[config.mk]
export PLATFORM = sky130hd
export DESIGN_NAME = stream_rr_mux
export DESIGN_NICKNAME = d
export VERILOG_FILES = /design/src/rtl/parammod_pkg.sv /design/src/rtl/rr_prio_pick.sv /design/src/rtl/stream_rr_mux.sv
export SDC_FILE = /design/constraint.sdc
export NUM_CORES = 1
export LEC_CHECK = 0
export ABC_AREA = 1
export BUFFER_PORTS_ARGS = -buffer_cell sky130_fd_sc_hd__buf_2
export CORE_AREA = 2 2 70 72
export DETAILED_ROUTE_END_ITERATION = 7
export DIE_AREA = 0 0 72 74
export PLACE_DENSITY_LB_ADDON = 0.1
export SETUP_SLACK_MARGIN = 0.02
export SYNTH_ARGS = -nofsm -noshare
export SYNTH_HDL_FRONTEND = slang
export SYNTH_SLANG_ARGS = --single-unit
[constraint.sdc]
create_clock -name clk -period 5 [get_ports clk]
set_clock_uncertainty 0.15 [all_clocks]
set_input_delay 0.25 -clock clk [delete_from_list [all_inputs] [get_ports clk]]
set_output_delay 0.25 -clock clk [all_outputs]
set_load 0.005 [all_outputs]
[src/rtl/parammod_pkg.sv]
// Shared types and helpers for the packet-level round-robin stream multiplexer.
package parammod_pkg;

    typedef enum logic [0:0] {
        RRM_IDLE = 1'b0,
        RRM_LOCK = 1'b1
    } rrm_state_t;

    // Increment a port index, wrapping from ports-1 back to 0 for any port count.
    function automatic int unsigned rrm_wrap_inc(input int unsigned idx, input int unsigned ports);
        return (idx + 1 >= ports) ? 0 : idx + 1;
    endfunction

endpackage

[src/rtl/rr_prio_pick.sv]
// Combinational round-robin picker: first set request at or after base, wrapping modulo PORT.
module rr_prio_pick #(
    parameter int PORT = 4,
    parameter int IDX  = (PORT > 1) ? $clog2(PORT) : 1
) (
    input  logic [PORT-1:0] req,
    input  logic [IDX-1:0]  base,
    output logic            found,
    output logic [IDX-1:0]  idx
);

    logic [2*PORT-1:0] req_x2;
    logic [PORT-1:0]   rot;
    logic [IDX-1:0]    off;
    logic [IDX:0]      sum;

    // NOTE: every signal written here gets a default first so no path leaves one unassigned (no latch).
    always_comb begin
        req_x2 = {req, req};
        // Rotating right by base puts request[base] at bit 0; base is always < PORT.
        rot    = PORT'(req_x2 >> base);
        found  = |rot;
        off    = '0;
        for (int i = PORT - 1; i >= 0; i--) begin
            if (rot[i]) begin
                off = IDX'(i);
            end
        end
        sum = {1'b0, off} + {1'b0, base};
        if (sum >= (IDX + 1)'(PORT)) begin
            sum = sum - (IDX + 1)'(PORT);
        end
        idx = sum[IDX-1:0];
    end

endmodule

[src/rtl/stream_rr_mux.sv]
// N:1 round-robin valid/ready multiplexer that arbitrates only between packets;
// the winner owns the output until its last beat is accepted.
module stream_rr_mux
    import parammod_pkg::*;
#(
    parameter int PORT = 4,
    parameter int DATA = 32,
    parameter int IDX  = (PORT > 1) ? $clog2(PORT) : 1
) (
    input  logic                 clk,
    input  logic                 reset,
    input  logic [PORT-1:0]      in_valid,
    input  logic [PORT-1:0]      in_last,
    input  logic [PORT*DATA-1:0] in_data,
    output logic [PORT-1:0]      in_ready,
    output logic                 out_valid,
    output logic                 out_last,
    output logic [DATA-1:0]      out_data,
    input  logic                 out_ready,
    output logic [IDX-1:0]       out_src,
    output logic                 out_first,
    output logic                 busy
);

    rrm_state_t     state_q, state_d;
    logic [IDX-1:0] r_ptr_q, r_ptr_d;
    logic [IDX-1:0] r_gnt_q, r_gnt_d;
    logic           r_first_q, r_first_d;

    logic           pick_found;
    logic [IDX-1:0] pick_idx;
    logic           handshake;

    logic [DATA-1:0] lane [PORT];

    for (genvar i = 0; i < PORT; i++) begin : g_lane
        assign lane[i] = in_data[i*DATA +: DATA];
    end

    rr_prio_pick #(
        .PORT (PORT),
        .IDX  (IDX)
    ) u_pick (
        .req   (in_valid),
        .base  (r_ptr_q),
        .found (pick_found),
        .idx   (pick_idx)
    );

    // The locked port is passed straight through; the other ports see ready=0.
    always_comb begin
        in_ready  = '0;
        out_valid = 1'b0;
        out_last  = 1'b0;
        out_data  = lane[r_gnt_q];
        if (state_q == RRM_LOCK) begin
            out_valid         = in_valid[r_gnt_q];
            out_last          = in_last[r_gnt_q];
            in_ready[r_gnt_q] = out_ready;
        end
    end

    assign handshake = out_valid & out_ready;
    assign out_src   = r_gnt_q;
    assign out_first = r_first_q;
    assign busy      = (state_q == RRM_LOCK);

    always_comb begin
        state_d   = state_q;
        r_ptr_d   = r_ptr_q;
        r_gnt_d   = r_gnt_q;
        r_first_d = r_first_q;
        unique case (state_q)
            RRM_IDLE: begin
                if (pick_found) begin
                    r_gnt_d = pick_idx;
                    state_d = RRM_LOCK;
                end
            end
            RRM_LOCK: begin
                if (handshake) begin
                    if (out_last) begin
                        state_d   = RRM_IDLE;
                        r_ptr_d   = IDX'(rrm_wrap_inc(32'(r_gnt_q), PORT));
                        r_first_d = 1'b1;
                    end else begin
                        r_first_d = 1'b0;
                    end
                end
            end
            default: state_d = RRM_IDLE;
        endcase
    end

    // NOTE: sequential state uses non-blocking assignments so every flop samples pre-edge values.
    always_ff @(posedge clk) begin
        if (reset) begin
            state_q   <= RRM_IDLE;
            r_ptr_q   <= '0;
            r_gnt_q   <= '0;
            r_first_q <= 1'b1;
        end else begin
            state_q   <= state_d;
            r_ptr_q   <= r_ptr_d;
            r_gnt_q   <= r_gnt_d;
            r_first_q <= r_first_d;
        end
    end

endmodule

==> metrics <==
number of antenna diodes 0; post-CTS sizing 0; total wire length 6.169 mm; pre-CTS WS just under 3 ns; CP endpoint kind output port; Post-CTS Setup Bufs 0; Hold Path Class input pin to flop; drt drc 0; Ports 181; Area Growth Syn to Fin 64.97%; first-pass GRT wire length 9.666 mm; Pre-antenna DRT Iters 4; DR WL/cell 12.26 µm; mapped cell area 0.001446 mm²; Slowest-stage cell, CP inv_2; Clock Tree Buf Depth 2; post-route setup slack 2.715 ns; clk slew on worst S/H paths roughly 0.040 ns; Syn Nets 428; Fin. Hold Viols 0; TritonCTS Buffers 3; Total Routing Usage GR a little over a fifth; initial antenna violation count 0; Die Footprint 0.005328 mm²; crit path kind flop to output port; Max Cap Viol 0; Initial Utilization between 30% and 40%; most frequent CP cell nand2_1; grt total ovfl 0; final setup vio count 0; Finished Layout Cells 503; GPL Wtd Cong 0.8251; dpl cells 500; Lkg Pwr 1.356 nW; crit path buf inv count 3; sequential-to-total area share from yosys stat 8.304%; CTS Sinks 6; crit-path max FO 71; CP peak stage delay 0.73 ns; share of layout cells above drive strength 1 43.65%; # fillers 514; most common cell after layout, fill and taps aside buf_2; Detailed Place HPWL 4.693 mm; PD cells 294.9 mW/mm²; Synth Instances 284; Max IR drop VDD 180.8 µV; #FFs+latches synth 6; CP Cell Sequence inv_2, nand2_1, nand2_1, nand2_1, nand2_1, inv_2, nor2_1, buf_2; area of placed instances 0.002345 mm²; clock root cell clkbuf_8; Antenna Nets Post-Route 0; WP data required 4.60 ns; Final period util 45.71%; PortBufs 180; chip height 74 µm; core region area 0.004598 mm²; Design Area, Final about 0.0024 mm²; f_max 437.6 MHz; vias in the first global route 2,325; worst-skew pair later-pin latency 0.22 ns; Final #Nets 595; setup_tns 0 ns; status completed; Total Power around 700 µW; worst-margin pin slew ~1 ns; vias post-DR 2,451; relative slew slack 31.68%; Min Clock Period, post-route between 2 and 2.5 ns; unrepaired setup endpoints after global routing no; Initial DRC Count 87; CP top delay family buffers and inverters; Distinct cells, synth 20; TritonCTS clock tree built; die width 72 µm; mean post-synth cell area a little over 5 µm²; crit start category flop; most frequent cells in the layout 180 x buf_2, 79 x nor2_1, 65 x o21ai_0; cts-stage hold buffer count 0; H-tree depth 1; Synth Warn # 0; post-DR vias/cell 4.873; Max Slew Vio Count 0; largest net degree at the start of global routing 73; Arrival @ worst endpoint approximately 1.9 ns; row count 25
==> per-stage QoR <==
stage               util, %  hold slack, ns
finish                51.89          0.1887
global route          51.89          0.2124
CTS                   51.89          0.1772
detailed placement    50.99          0.3398
global placement      50.99          0.3475
floorplan                 -          0.2793
==> cell type report <==
| type | count | area (µm²) | share of cell area (%) |
|---|---|---|---|
| Timing Repair Buffer | 182 | 915.9 | 38.38 |
| Tap cell | 54 | 67.56 | 2.832 |
| Multi-Input combinational cell | 240 | 1172 | 49.13 |
| Clock buffer | 3 | 41.29 | 1.730 |
| Inverter | 18 | 67.56 | 2.832 |
| Sequential cell | 6 | 121.4 | 5.087 |
==> power breakdown <==
part           leakage (nW)  switching, mW  internal, mW
Combinational          1.28          0.329         0.234
Sequential           0.0497        0.00939        0.0582
Clock                0.0216         0.0211        0.0517
Total                  1.36          0.360         0.344
==> worst register-to-register path, stage by stage, from the launching register on <==
cell and delay (ns):
dfxtp_1 0.46, inv_2 0.08, nand2_1 0.09, nand3_1 0.06, nand2_1 0.10, nand3_1 0.07, a21boi_0 0.17, ha_1 0.19
xor2_1 0.19, nand3_1 0.10, nand2_1 0.08, nand3_1 0.06, nand2_1 0.07, nor2_1 0.04
==> routing by layer <==
layer / track usage, % / wire (µm) / vias to the layer above
met2: 43.52 / 3095 / 109
met1: 23.43 / 2504 / 1037
met4: 4.612 / 44 / 0
li1: - / - / 1301
met3: 5.285 / 524 / 4
met5: 0 / 0 / -
==> sequential cells by signal, indices dropped and copies added, names as in the netlist <==
name       count
busy           1
out_src        2
r_ptr_q        2
out_first      1
==> cells by family after synthesis <==
group,synth area share (%)
and+or+nand+nor,37.54
AOI/OAI and AO/OA,38.58
buffers and inverters,10.64
DFF,8.305
adders and majority gates,4.325
xor gates and xnor gates,0.6056
==> path summary, 6_finish.rpt <==
| check | start | cells past startpoint | end | slack (ns) |
|---|---|---|---|---|
| setup / recovery | out_src[0] | 8 | out_valid | 2.71 |
| hold / removal | reset | 3 | out_first | 0.19 |
| setup reg to reg | r_ptr_q[0] | 13 | out_src[1] | 2.99 |
| hold reg to reg | out_first | 2 | out_first | 0.35 |
==> Yosys cell counts <==
| library cell | instances | area (µm²) |
|---|---|---|
| nand3_1 | 17 | 85.08 |
| nand2_1 | 30 | 112.6 |
| clkbuf_1 | 11 | 41.29 |
| buf_2 | 9 | 45.04 |
| nor2_1 | 79 | 296.5 |
| o22ai_1 | 32 | 200.2 |
| nor2_2 | 1 | 6.260 |
| nor2_8 | 1 | 20.02 |
| nor3_1 | 1 | 5.000 |
| ha_1 | 5 | 62.56 |
| inv_1 | 12 | 45.04 |
| nand2_2 | 1 | 6.260 |
| dfxtp_1 | 6 | 120.1 |
| o21ai_1 | 3 | 15.01 |
| xor2_1 | 1 | 8.760 |
| inv_2 | 6 | 22.52 |
| o21ai_0 | 65 | 325.3 |
| a21boi_0 | 1 | 7.510 |
| a21oi_1 | 2 | 10.01 |
| nand2_4 | 1 | 11.26 |
(Power assumes the default switching activity.)
